**config.mk**
```make
export PLATFORM = sky130hd
export DESIGN_NAME = divider_seq_hs
export DESIGN_NICKNAME = d
export VERILOG_FILES = /design/src/rtl/divider_seq_hs.sv
export SDC_FILE = /design/constraint.sdc
export NUM_CORES = 1
export LEC_CHECK = 0
export ABC_AREA = 1
export CORE_ASPECT_RATIO = 1.25
export CORE_MARGIN = 2
export CORE_UTILIZATION = 55
export DETAILED_ROUTE_END_ITERATION = 8
export PLACE_DENSITY_LB_ADDON = 0.25
export SLEW_MARGIN = 20
export SYNTH_ARGS = -nofsm -noshare
export SYNTH_HDL_FRONTEND = slang
export SYNTH_SLANG_ARGS = --single-unit
```
**constraint.sdc**
```tcl
create_clock -name clk -period 4.5 [get_ports clk]
set_input_delay 0.9 -clock clk [delete_from_list [all_inputs] [get_ports clk]]
set_output_delay 0.9 -clock clk [all_outputs]
set_load 0.05 [all_outputs]
```
**src/rtl/divider_seq_hs.sv**
```systemverilog
// Sequential restoring divider, one quotient bit per clock, start/busy/done handshake.
// Define SIGNED_DIV_EN to add the signed_op port and two's-complement division.
module divider_seq_hs #(
  parameter int WIDTH = 8
) (
  input  logic             clk,
  input  logic             reset_n,
`ifdef SIGNED_DIV_EN
  input  logic             signed_op,
`endif
  input  logic             start,
  input  logic [WIDTH-1:0] dividend,
  input  logic [WIDTH-1:0] divisor,
  output logic             busy,
  output logic             done,
  output logic             error,
  output logic [WIDTH-1:0] quotient,
  output logic [WIDTH-1:0] remainder
);

  localparam int CNT_W = $clog2(WIDTH);

  typedef enum logic [2:0] {
    S_IDLE   = 3'd0,
    S_CHECK  = 3'd1,
    S_ITER   = 3'd2,
    S_FINISH = 3'd3,
    S_DONE   = 3'd4,
    S_ERR    = 3'd5
  } state_t;

  state_t             state_q;
  logic [CNT_W-1:0]   cnt_q;
  logic [WIDTH-1:0]   rem_q;
  logic [WIDTH-1:0]   dvnd_q;
  logic [WIDTH-1:0]   dvsr_q;
  logic [WIDTH-1:0]   raw_dvnd_q;
  logic               neg_quo_q;
  logic               neg_rem_q;
  logic               busy_q;
  logic               done_q;
  logic               error_q;
  logic [WIDTH-1:0]   quotient_q;
  logic [WIDTH-1:0]   remainder_q;

  logic               op_signed;
  logic [WIDTH-1:0]   dvnd_mag_d;
  logic [WIDTH-1:0]   dvsr_mag_d;
  logic [WIDTH:0]     shift_d;
  logic [WIDTH:0]     trial_d;

`ifdef SIGNED_DIV_EN
  assign op_signed = signed_op;
`else
  assign op_signed = 1'b0;
`endif

  // Magnitudes of the raw operands; MIN maps onto itself, which is its correct unsigned magnitude.
  always_comb begin
    dvnd_mag_d = dividend;
    dvsr_mag_d = divisor;
    if (op_signed && dividend[WIDTH-1]) dvnd_mag_d = -dividend;
    if (op_signed && divisor[WIDTH-1])  dvsr_mag_d = -divisor;
  end

  // WIDTH+1-bit trial subtraction keeps full-scale operands from overflowing.
  always_comb begin
    shift_d = {rem_q, dvnd_q[WIDTH-1]};
    trial_d = shift_d - {1'b0, dvsr_q};
  end

  always_ff @(posedge clk or negedge reset_n) begin
    if (!reset_n) begin
      state_q     <= S_IDLE;
      cnt_q       <= '0;
      rem_q       <= '0;
      dvnd_q      <= '0;
      dvsr_q      <= '0;
      raw_dvnd_q  <= '0;
      neg_quo_q   <= 1'b0;
      neg_rem_q   <= 1'b0;
      busy_q      <= 1'b0;
      done_q      <= 1'b0;
      error_q     <= 1'b0;
      quotient_q  <= '0;
      remainder_q <= '0;
    end else begin
      done_q  <= 1'b0;
      error_q <= 1'b0;
      case (state_q)
        S_IDLE: begin
          if (start) begin
            dvnd_q     <= dvnd_mag_d;
            dvsr_q     <= dvsr_mag_d;
            raw_dvnd_q <= dividend;
            neg_quo_q  <= op_signed && (dividend[WIDTH-1] ^ divisor[WIDTH-1]);
            neg_rem_q  <= op_signed && dividend[WIDTH-1];
            busy_q     <= 1'b1;
            state_q    <= S_CHECK;
          end
        end
        S_CHECK: begin
          if (dvsr_q == '0) begin
            quotient_q  <= '1;
            remainder_q <= raw_dvnd_q;
            done_q      <= 1'b1;
            error_q     <= 1'b1;
            state_q     <= S_ERR;
          end else begin
            cnt_q   <= CNT_W'(WIDTH - 1);
            rem_q   <= '0;
            state_q <= S_ITER;
          end
        end
        S_ITER: begin
          // Quotient bits shift in behind the dividend bits as they are consumed.
          if (!trial_d[WIDTH]) rem_q <= trial_d[WIDTH-1:0];
          else                 rem_q <= shift_d[WIDTH-1:0];
          dvnd_q <= {dvnd_q[WIDTH-2:0], ~trial_d[WIDTH]};
          if (cnt_q == '0) state_q <= S_FINISH;
          else             cnt_q   <= cnt_q - 1'b1;
        end
        S_FINISH: begin
          quotient_q  <= neg_quo_q ? -dvnd_q : dvnd_q;
          remainder_q <= neg_rem_q ? -rem_q  : rem_q;
          done_q      <= 1'b1;
          state_q     <= S_DONE;
        end
        S_DONE, S_ERR: begin
          busy_q  <= 1'b0;
          state_q <= S_IDLE;
        end
        default: begin
          busy_q  <= 1'b0;
          state_q <= S_IDLE;
        end
      endcase
    end
  end

  assign busy      = busy_q;
  assign done      = done_q;
  assign error     = error_q;
  assign quotient  = quotient_q;
  assign remainder = remainder_q;

endmodule
```
## Word-level counts from Yosys, hierarchy flattened

Cells that the tools add are included.

| word-level totals | value |
|---|---|
| input port bits | 19 |
| bits in registers | 57 |
| word-level logic and storage cells | 58 |
| output and inout port bits | 19 |

| operators by class | value |
|---|---|
| add/subtract/negate cells | 2 |
| reduce and logical (&&, ||, !) cells | 14 |
| eq/ne operators | 8 |
| bitwise gates (word level) | 2 |
| muxes and demuxes | 21 |

Operators by type and width:

| kind | count |
|---|---|
| $pmux W8 S2 | 4 |
| $mux W8 | 5 |
| $mux W3 | 5 |
| $pmux W3 S4 | 1 |
| $reduce_and A2 Y1 | 6 |
| $ne A2 B2 Y1 const B | 5 |
| $sub A9 B8 Y9 | 1 |
| $logic_not A8 Y1 | 1 |
| $eq A3 B2 Y1 const B | 2 |
| $logic_not A3 Y1 | 2 |
| $pmux W3 S2 | 1 |
| $reduce_bool A2 Y1 | 3 |
| $pmux W1 S2 | 2 |
| $eq A3 B1 Y1 const B | 1 |
| $mux W1 | 3 |
| $reduce_and A3 Y1 | 1 |
| $reduce_or A3 Y1 | 1 |
| $sub A3 B1 Y3 const B | 1 |
| $not A1 Y1 | 2 |

## Longest topological paths before layout

Gate-level depths: netlist of run 1.

| depth | value |
|---|---|
| depth after elaboration | 4 |
| depth in mapped cells | 14 |
| mapped depth without buffers | 14 |

## Worst setup path before layout of run 1

No wires, ideal clock.

| path | value |
|---|---|
| kind | flip-flop to flip-flop |
| start point | register dvnd_q[7] |
| end point | register rem_q[7] |
| stages on the path, launching flop included | 15 |
| data required time | 4.384 ns |
| buffers on the path | 0 |
| clock period less this slack | 1.814 ns |
| arrival | 1.698 ns |
| path slack | 2.686 ns |
| setup time | 0.116 ns |
| cell sequence | dfrtp_1 inv_1 ha_1 inv_1 fa_1 nand2_1 nand2_1 nand3_2 nand2_2 nand2_4 nand2_4 nand2_1 nand2_1 nand2_1 nand2_1 |

| between the ends | value |
|---|---|
| cells in the longest elaborated chain, start to end | 3 |

Ends and longest elaborated chain:

| element | RTL line | source |
|---|---|---|
| from (decl) | 35 | `logic [WIDTH-1:0] dvnd_q;` |
| from (signal assigned) | 93 | `dvnd_q <= dvnd_mag_d;` |
| from (signal assigned) | 119 | `dvnd_q <= {dvnd_q[WIDTH-2:0], ~trial_d[WIDTH]};` |
| $sub A9 B8 Y9 | 69 | `trial_d = shift_d - {1'b0, dvsr_q};` |
| $mux W8 | 117 | `if (!trial_d[WIDTH]) rem_q <= trial_d[WIDTH-1:0];` |
| $pmux W8 S2 | 90 | `case (state_q)` |
| to (signal assigned) | 117 |  |
| to (signal assigned) | 118 | `else rem_q <= shift_d[WIDTH-1:0];` |
| to (decl) | 34 | `logic [WIDTH-1:0] rem_q;` |

Every way passes these cells.
A chain may end at the register's enable or synchronous reset.

## Worst setup path in the final report of run 1

| path | value |
|---|---|
| start point | register remainder_q[5] (netlist: remainder[5]) |
| end point | output port remainder[5] |

RTL lines:

| element | RTL line | source |
|---|---|---|
| from (decl) | 44 | `logic [WIDTH-1:0] remainder_q;` |
| from (signal assigned) | 105 | `remainder_q <= raw_dvnd_q;` |
| from (signal assigned) | 125 | `remainder_q <= neg_rem_q ? -rem_q : rem_q;` |
| to (decl) | 18 | `output logic [WIDTH-1:0] remainder` |

No word-level cell between the ends.

==> flow_summary.ini, run 1 <==
[global_route]
grt_pass1_vias = 2323
grt_pass1_wl_mm = 10.6
antenna_found_initial = 0
grt_start_max_net_pins = 58
top_usage_layer = met2
grt_util_met3_pct = 5.76
grt_util_all_layers_pct = 22.7
grt_use_met2_pct = 37.9
grt_remaining_overflow = 0
grtUsageMet1_pct = 27.6

[timing]
min_period_ns = 2.40
fin_crit_sh_pct = 53.3
setup_violations = 0
rsz0062_at_grt = no
tightestPinTransition_ns = 0.700
finalClockSkew_ns = 0.00747
finalMaxSlewViolations = 0
max_freq_ghz = 0.417
relSlewSlack_pct = 53.4
hold_viol_final = 0
tns_ns = 0
hold_ws_ns = 0.478

[drt]
wirelength_mm = 6.05
wl_per_cell_um = 13.2
antenna_left = 0
vias = 2408
first_iter_violations = 165
viasPerCell = 5.23
drt-pass1-iter-count = 5
drt_drc_violations_left = 0

[critical_path]
crit_slowest_cell = clkdlybuf4s50_1
crit_path_start = remainder[5]
cp-endpoint = remainder[5]
startpoint_type = flip-flop
worstSetupEndpointType = output pin
max_stage_delay_ns = 0.81
r2r-end = rem_q[7]
cp.depth = 1
worstRegToRegCells = 14
required_ns = 3.60
r2r-start = dvnd_q[7]
crit_chain = clkdlybuf4s50_1
crit_fanout = 2
path_delay_family = buffers and inverters
cp.arrival_ns = 1.50
r2r_setup_slack_ns = 2.42
crit_type = reg -> out
critPathBufInv = 1

[power]
netSwitchingFraction_pct = 47.8
ir_drop_mv = 0.477
p_total_uw = 3090
p_int_uw = 1610
p_leak_uw = 0.00178
power_switching_uw = 1480
comb_power_share_pct = 55.2
seq_power_share_pct = 29.1
pwr-share-clk_pct = 15.8
powerDensity_nw_per_um2 = 881

[logic_synthesis]
synth_cell_types = 31
yosys_warnings = 0
synthCells = 355
netlist_area_um2 = 2920
yosys-top-cells-area = dfrtp_1 49%, nand2_1 15%, nand3_1 6.2%
ys_async_sr_fraction_pct = 100
yosysTopAreaCell = dfrtp_1
ys_ff_latch = 57
synth_top_area_share_pct = 48.8
syn_nets = 385
synth-edff-count = 0
synth_seq_area_share_pct = 48.8
syn_area_per_cell_um2 = 8.23
ys.flop_type = dfrtp_1

[finish]
drive_gt1_share_pct = 10.8
syn_to_final_growth_pct = 20.1
fin_area_um2 = 3510
final_common_cell = nand2_1
final_cell_mix = 120 x nand2_1, 57 x dfrtp_1, 36 x nand3_1, 36 x clkdlybuf4s50_1, 32 x inv_1
final_nets = 423
final_core_util_pct = 68.6
antenna_cells = 0

[clock_tree]
cts_tree = done
cts_root_buffer = clkbuf_8
clkTransAtPathRegs_ns = 0.07
postCtsHoldBufs = 0
cts_sinks = 57
h-tree-depth = 3
post_cts_buffers = 0
cts_buffer_depth = 2
numCtsBuffers = 9
ctsResizeCount = 0
insertion_delay_ns = 0.34

[place]
dp_hpwl_mm = 4.30
place_area_um2 = 3310
gp_congestion = 0.844
io_buffers = 37

[worst_hold_path]
hold_path_depth = 2
holdCritPathClass = reg -> reg
hold_start = raw_dvnd_q[5]

[die]
initial_core_util_pct = 57.1
row_count = 29
io_pins = 38
core_area_um2 = 5120
die_area_um2 = 5920
die_w_um = 69.2
die_h_um = 85.5

[outcome]
status = complete, no violations

[job]
cap_violations = 0
metrics by stage:
step	std cells	worst slack, ns
2_1_floorplan	355	2.69
3_3_place_gp	444	1.97
3_5_place_dp	444	1.90
4_1_cts	460	2.09
5_1_grt	460	2.05
6_report	460	2.10
cell families (layout without fill, tap and decap cells):
kind of cell,count (synthesis),count (layout),synth area share [%]
and+or+nand+nor,194,194,29.8
DFF,57,57,48.8
buffers and inverters,48,91,7.06
AOI/OAI and AO/OA,41,41,8.18
adders and majority gates,11,11,4.97
xor gates and xnor gates,3,3,0.899
muxes,1,1,0.342
metal layers:
layer	part of all wire, %	vias to the layer above
met3	4.4	14
met4	2.3	0
met1	44	1123
li1	-	1205
met5	0	-
met2	49	66
sequential cells by signal, indices dropped and copies added, names as in the netlist:
name and flops:
busy 1, cnt_q 3, done 1, dvnd_q 8
dvsr_q 8, error 1, quotient 8, raw_dvnd_q 8
rem_q 8, remainder 8, state_q 3
Yosys cell counts (2+ instances only):
cell type  number
ha_1           10
nand3_2         4
clkbuf_1        2
nand2_1       120
nor2_2          4
nor2_1         19
xnor2_1         3
dfrtp_1        57
nand3_1        36
a21oi_2         4
nand3b_1        2
o21ai_1         8
a21oi_1        14
inv_1          32
buf_2           6
or2_1           2
inv_2           5
buf_6           2
nand2_4         3
o21ai_0        11
layout make-up:
| class | instances | area, um^2 |
|---|---|---|
| repair buffers | 38 | 373 |
| well taps | 62 | 77.6 |
| clock buffers | 10 | 138 |
| multi-input cells | 250 | 1290 |
| clock inverters | 6 | 66.3 |
| inverters | 37 | 139 |
| fillers | 431 | 1610 |
| flip-flops and latches | 57 | 1430 |
how the worst min path moves through the flow:
| stage | end | slack, ns |
|---|---|---|
| after floorplan | raw_dvnd_q[6] | 0.45 |
| after global placement | raw_dvnd_q[5] | 0.46 |
| after detailed placement | raw_dvnd_q[5] | 0.47 |
| after CTS | raw_dvnd_q[5] | 0.48 |
| after global routing | raw_dvnd_q[5] | 0.51 |
| final | raw_dvnd_q[5] | 0.48 |
power by group through the flow:
stage	logic (uW)	clock network, uW	registers, uW
final	1710	487	899
after floorplan	1040	0	1160
after global routing	1910	523	929
after CTS	1720	496	899
after detailed placement	1700	0	908
after global placement	1660	0	901
Note: power is estimated with default switching activity, not from simulation.
==> run 2: changes to the inputs <==
==> constraint.sdc (replaced) <==
create_clock -name clk -period 2.4 [get_ports clk]
set_input_delay 0.48 -clock clk [delete_from_list [all_inputs] [get_ports clk]]
set_output_delay 0.48 -clock clk [all_outputs]
set_load 0.05 [all_outputs]
==> flow_summary.ini, run 2 (synthesized netlist as in run 1, its figures left out) <==
[global_route]
grt_start_max_net_pins = 34
antenna_found_initial = 0
grt_pass1_wl_mm = 11.2
grt_pass1_vias = 2389
grt_remaining_overflow = 0
grt_util_all_layers_pct = 24.2

[power]
p_total_uw = 5840
power_switching_uw = 2770
comb_power_share_pct = 55.4
p_int_uw = 3070
seq_power_share_pct = 29.0
pwr-share-clk_pct = 15.6
netSwitchingFraction_pct = 47.4
powerDensity_nw_per_um2 = 1650
ir_drop_mv = 0.777
p_leak_uw = 0.00180

[timing]
rsz0062_at_grt = no
setup_violations = 0
relSlewSlack_pct = 62.2
finalClockSkew_ns = 0.0124
tightestPinTransition_ns = 0.568
hold_viol_final = 0
min_period_ns = 2.01
fin_crit_sh_pct = 83.7
max_freq_ghz = 0.498
tns_ns = 0
finalMaxSlewViolations = 0

[clock_tree]
cts_tree = done
cts_sinks = 57
post_cts_buffers = 0
postCtsHoldBufs = 0
insertion_delay_ns = 0.34
ctsResizeCount = 0
cts_root_buffer = clkbuf_8
clkTransAtPathRegs_ns = 0.07
cts_buffer_depth = 2
numCtsBuffers = 9
h-tree-depth = 3

[drt]
first_iter_violations = 228
drt-pass1-iter-count = 4
wirelength_mm = 6.37
antenna_left = 0
wl_per_cell_um = 13.7
drt_drc_violations_left = 0
vias = 2402
viasPerCell = 5.18

[job]
cap_violations = 0

[finish]
final_cell_mix = 120 x nand2_1, 57 x dfrtp_1, 36 x nand3_1, 36 x clkdlybuf4s50_1, 32 x inv_1
antenna_cells = 0
final_common_cell = nand2_1
seq_area_um2 = 1430
n_fill_cell = 418
multi_input_area_um2 = 1290
final_nets = 427
syn_to_final_growth_pct = 21.2
drive_gt1_share_pct = 11.4

[die]
core_area_um2 = 5120
io_pins = 38
die_w_um = 69.2
die_h_um = 85.5
row_count = 29
initial_core_util_pct = 57.1
die_area_um2 = 5920

[critical_path]
cp.arrival_ns = 2.24
crit_fanout = 9
r2r-end = rem_q[7]
required_ns = 2.63
crit_type = reg -> reg
worstSetupEndpointType = flip-flop
r2r-start = dvnd_q[7]
worstRegToRegCells = 14
startpoint_type = flip-flop
r2r_setup_slack_ns = 0.39

[outcome]
status = complete, no violations

[place]
io_buffers = 37
dp_hpwl_mm = 4.63
gp_congestion = 0.910

[worst_hold_path]
holdCritPathClass = in -> async
run 2: cell count changes in the layout (fill, tap and decap cells not counted):
cell and delta:
clkbuf_1 +1, buf_4 +4, clkbuf_8 +1, clkinv_4 +1, inv_6 -1, clkinvlp_4 -2
run 2: worst max path at each step:
stage	start	endpoint	slack, ns	cells past startpoint
global placement	dvnd_q[7]	rem_q[7]	0.49	14
floorplan	dvnd_q[7]	rem_q[7]	0.59	14
global route	dvnd_q[7]	rem_q[3]	0.26	12
finish	dvnd_q[7]	rem_q[7]	0.39	14
detailed placement	dvnd_q[7]	rem_q[7]	0.43	14
CTS	quotient[7]	quotient[7]	0.40	1
run 2: power groups by stage:
stage,Clock [uW],Sequential (uW),Combinational [uW]
detailed placement,0,1710,3220
CTS,929,1690,3250
global placement,0,1690,3150
floorplan,0,2180,1950
finish,911,1700,3230
global route,980,1740,3630
run 2: stage by stage:
step | hold WS [ns] | instance area (um^2) | std cells | utilization [%] | setup WS [ns]
floorplan | 0.184 | 2920 | 355 | - | 0.586
global placement | 0.462 | 3340 | 448 | 65.2 | 0.491
detailed placement | 0.468 | 3340 | 448 | 65.2 | 0.431
CTS | 0.131 | 3540 | 464 | 69.2 | 0.400
global route | 0.159 | 3540 | 464 | 69.2 | 0.260
finish | 0.124 | 3540 | 464 | 69.2 | 0.392
run 2: cell type report:
type / instances / share of cell area (%)
clock inverters: 4 / 1.45
well taps: 62 / 2.19
clock buffers: 12 / 4.38
multi-input cells: 250 / 36.4
repair buffers: 42 / 11.4
flip-flops and latches: 57 / 40.3
inverters: 37 / 3.92
run 2: critical path: stages (launching register included):
cell and delay (ns):
dfrtp_1 0.38, inv_1 0.11, ha_1 0.16, inv_1 0.06, fa_1 0.42, nand2_1 0.09, nand2_1 0.06, nand3_2 0.11
nand2_2 0.07, nand2_4 0.12, nand2_4 0.10, nand2_1 0.08, nand2_1 0.04, nand2_1 0.05, nand2_1 0.05
run 2: metal layers:
metal / vias to the layer above / global-route usage, % / share of wire [%]
met2: 59 / 40.5 / 51
met4: 0 / 11.4 / 2.3
met1: 1114 / 30.4 / 43
met3: 16 / 4.70 / 3.7
li1: 1213 / - / -
met5: - / 0 / 0
==> run 3: changes to the inputs <==
==> constraint.sdc (replaced) <==
create_clock -name clk -period 1.96 [get_ports clk]
set_input_delay 0.392 -clock clk [delete_from_list [all_inputs] [get_ports clk]]
set_output_delay 0.392 -clock clk [all_outputs]
set_load 0.05 [all_outputs]
==> flow_summary.ini, run 3 (synthesized netlist as in run 1, its figures left out) <==
[place]
dp_hpwl_mm = 4.55
dp.cells = 450
gp_congestion = 0.880
place_area_um2 = 3360
io_buffers = 37

[finish]
final_cell_mix = 117 x nand2_1, 57 x dfrtp_1, 36 x nand3_1, 36 x clkdlybuf4s50_1, 30 x inv_1
final_nets = 434
syn_to_final_growth_pct = 25.3
n_fill_cell = 394
antenna_cells = 0
finalNonFillerCells = 471
drive_gt1_share_pct = 14.9
final_common_cell = nand2_1
fin_area_um2 = 3660

[die]
io_pins = 38
die_w_um = 69.2
die_h_um = 85.5
die_area_um2 = 5920
initial_core_util_pct = 57.1
core_area_um2 = 5120
row_count = 29

[critical_path]
crit_slowest_cell = clkdlybuf4s50_1
r2r_setup_slack_ns = 0.06
startpoint_type = flip-flop
path_delay_family = buffers and inverters
crit_chain = clkdlybuf4s50_1
required_ns = 1.57
crit_type = reg -> out
crit_fanout = 2
worstRegToRegCells = 14
r2r-start = dvnd_q[7]
r2r-end = rem_q[7]
cp.arrival_ns = 1.51
critPathBufInv = 1
max_stage_delay_ns = 0.81
worstSetupEndpointType = output pin

[global_route]
grt_pass1_wl_mm = 11.0
grt_pass1_vias = 2494
grt_start_max_net_pins = 58
grt_remaining_overflow = 0
grt_util_all_layers_pct = 23.4
antenna_found_initial = 0

[clock_tree]
cts_tree = done
cts_root_buffer = clkbuf_8
numCtsBuffers = 9
insertion_delay_ns = 0.35
cts_sinks = 57
cts_buffer_depth = 2
clkTransAtPathRegs_ns = 0.07
h-tree-depth = 3
postCtsHoldBufs = 0

[timing]
tns_ns = 0
max_freq_ghz = 0.525
tightestPinTransition_ns = 0.505
finalMaxSlewViolations = 0
min_period_ns = 1.90
fin_crit_sh_pct = 97.1
finalClockSkew_ns = 0.0103
hold_viol_final = 0
setup_violations = 0
relSlewSlack_pct = 66.2

[drt]
first_iter_violations = 221
drt-pass1-iter-count = 4
antenna_left = 0
viasPerCell = 5.31
drt_drc_violations_left = 0
vias = 2502
wl_per_cell_um = 14.1
wirelength_mm = 6.63

[power]
pwr-share-clk_pct = 16.0
ir_drop_mv = 1.03
p_leak_uw = 0.00183
comb_power_share_pct = 56.6
seq_power_share_pct = 27.4
p_int_uw = 3970
power_switching_uw = 3620
netSwitchingFraction_pct = 47.7
p_total_uw = 7600
powerDensity_nw_per_um2 = 2070

[worst_hold_path]
holdCritPathClass = in -> async

[job]
cap_violations = 0

[outcome]
status = complete, no violations
## run 3: worst max-delay path by stage
stage                           start          end  slack, ns  cells after the start
after floorplan             dvnd_q[7]     rem_q[7]       0.15                     14
after global placement      dvnd_q[7]     rem_q[7]       0.13                     14
after detailed placement    dvnd_q[7]     rem_q[7]       0.08                     14
after CTS                 quotient[2]  quotient[2]       0.03                      1
after global routing        dvnd_q[7]     rem_q[7]      -0.04                     14
final                     quotient[2]  quotient[2]       0.06                      1
## run 3: timing repair
action,in CTS,in global routing
endpoints found under the hold margin,0,0
resized for setup,0,11
buffers inserted,0,3
setup endpoints to repair,0,9
## run 3: layer usage
metal | wire length (um) | track usage, % | part of all wire (%)
met1 | 2790 | 28.1 | 42
met2 | 3280 | 39.2 | 49
met3 | 338 | 5.99 | 5.1
met4 | 219 | 12.3 | 3.3
met5 | 0 | 0 | 0
## run 3: cell type report
type | instances | area, um^2 | area share [%]
Timing Repair Buffer | 47 | 453 | 12.4
Clock buffer | 9 | 124 | 3.38
Clock inverter | 7 | 93.8 | 2.56
Multi-Input combinational cell | 252 | 1350 | 36.8
Tap cell | 62 | 77.6 | 2.12
Sequential cell | 57 | 1430 | 38.9
Inverter | 37 | 139 | 3.79
## run 3: power by group through the flow
| stage | registers, uW | logic, uW | clock network [uW] |
|---|---|---|---|
| finish | 2080 | 4300 | 1220 |
| global route | 2150 | 4750 | 1270 |
| CTS | 2070 | 4030 | 1230 |
| detailed placement | 2080 | 4010 | 0 |
| global placement | 2060 | 3890 | 0 |
| floorplan | 2670 | 2390 | 0 |
## run 3: metrics by stage
stage                     utilization, %  hold WS, ns  setup slack [ns]
final                               71.6       0.0360            0.0567
after global routing                71.6       0.0612           -0.0421
after CTS                           70.0       0.0440            0.0280
after detailed placement            65.7        0.409            0.0784
after global placement              65.7        0.413             0.129
after floorplan                        -       0.0964             0.146
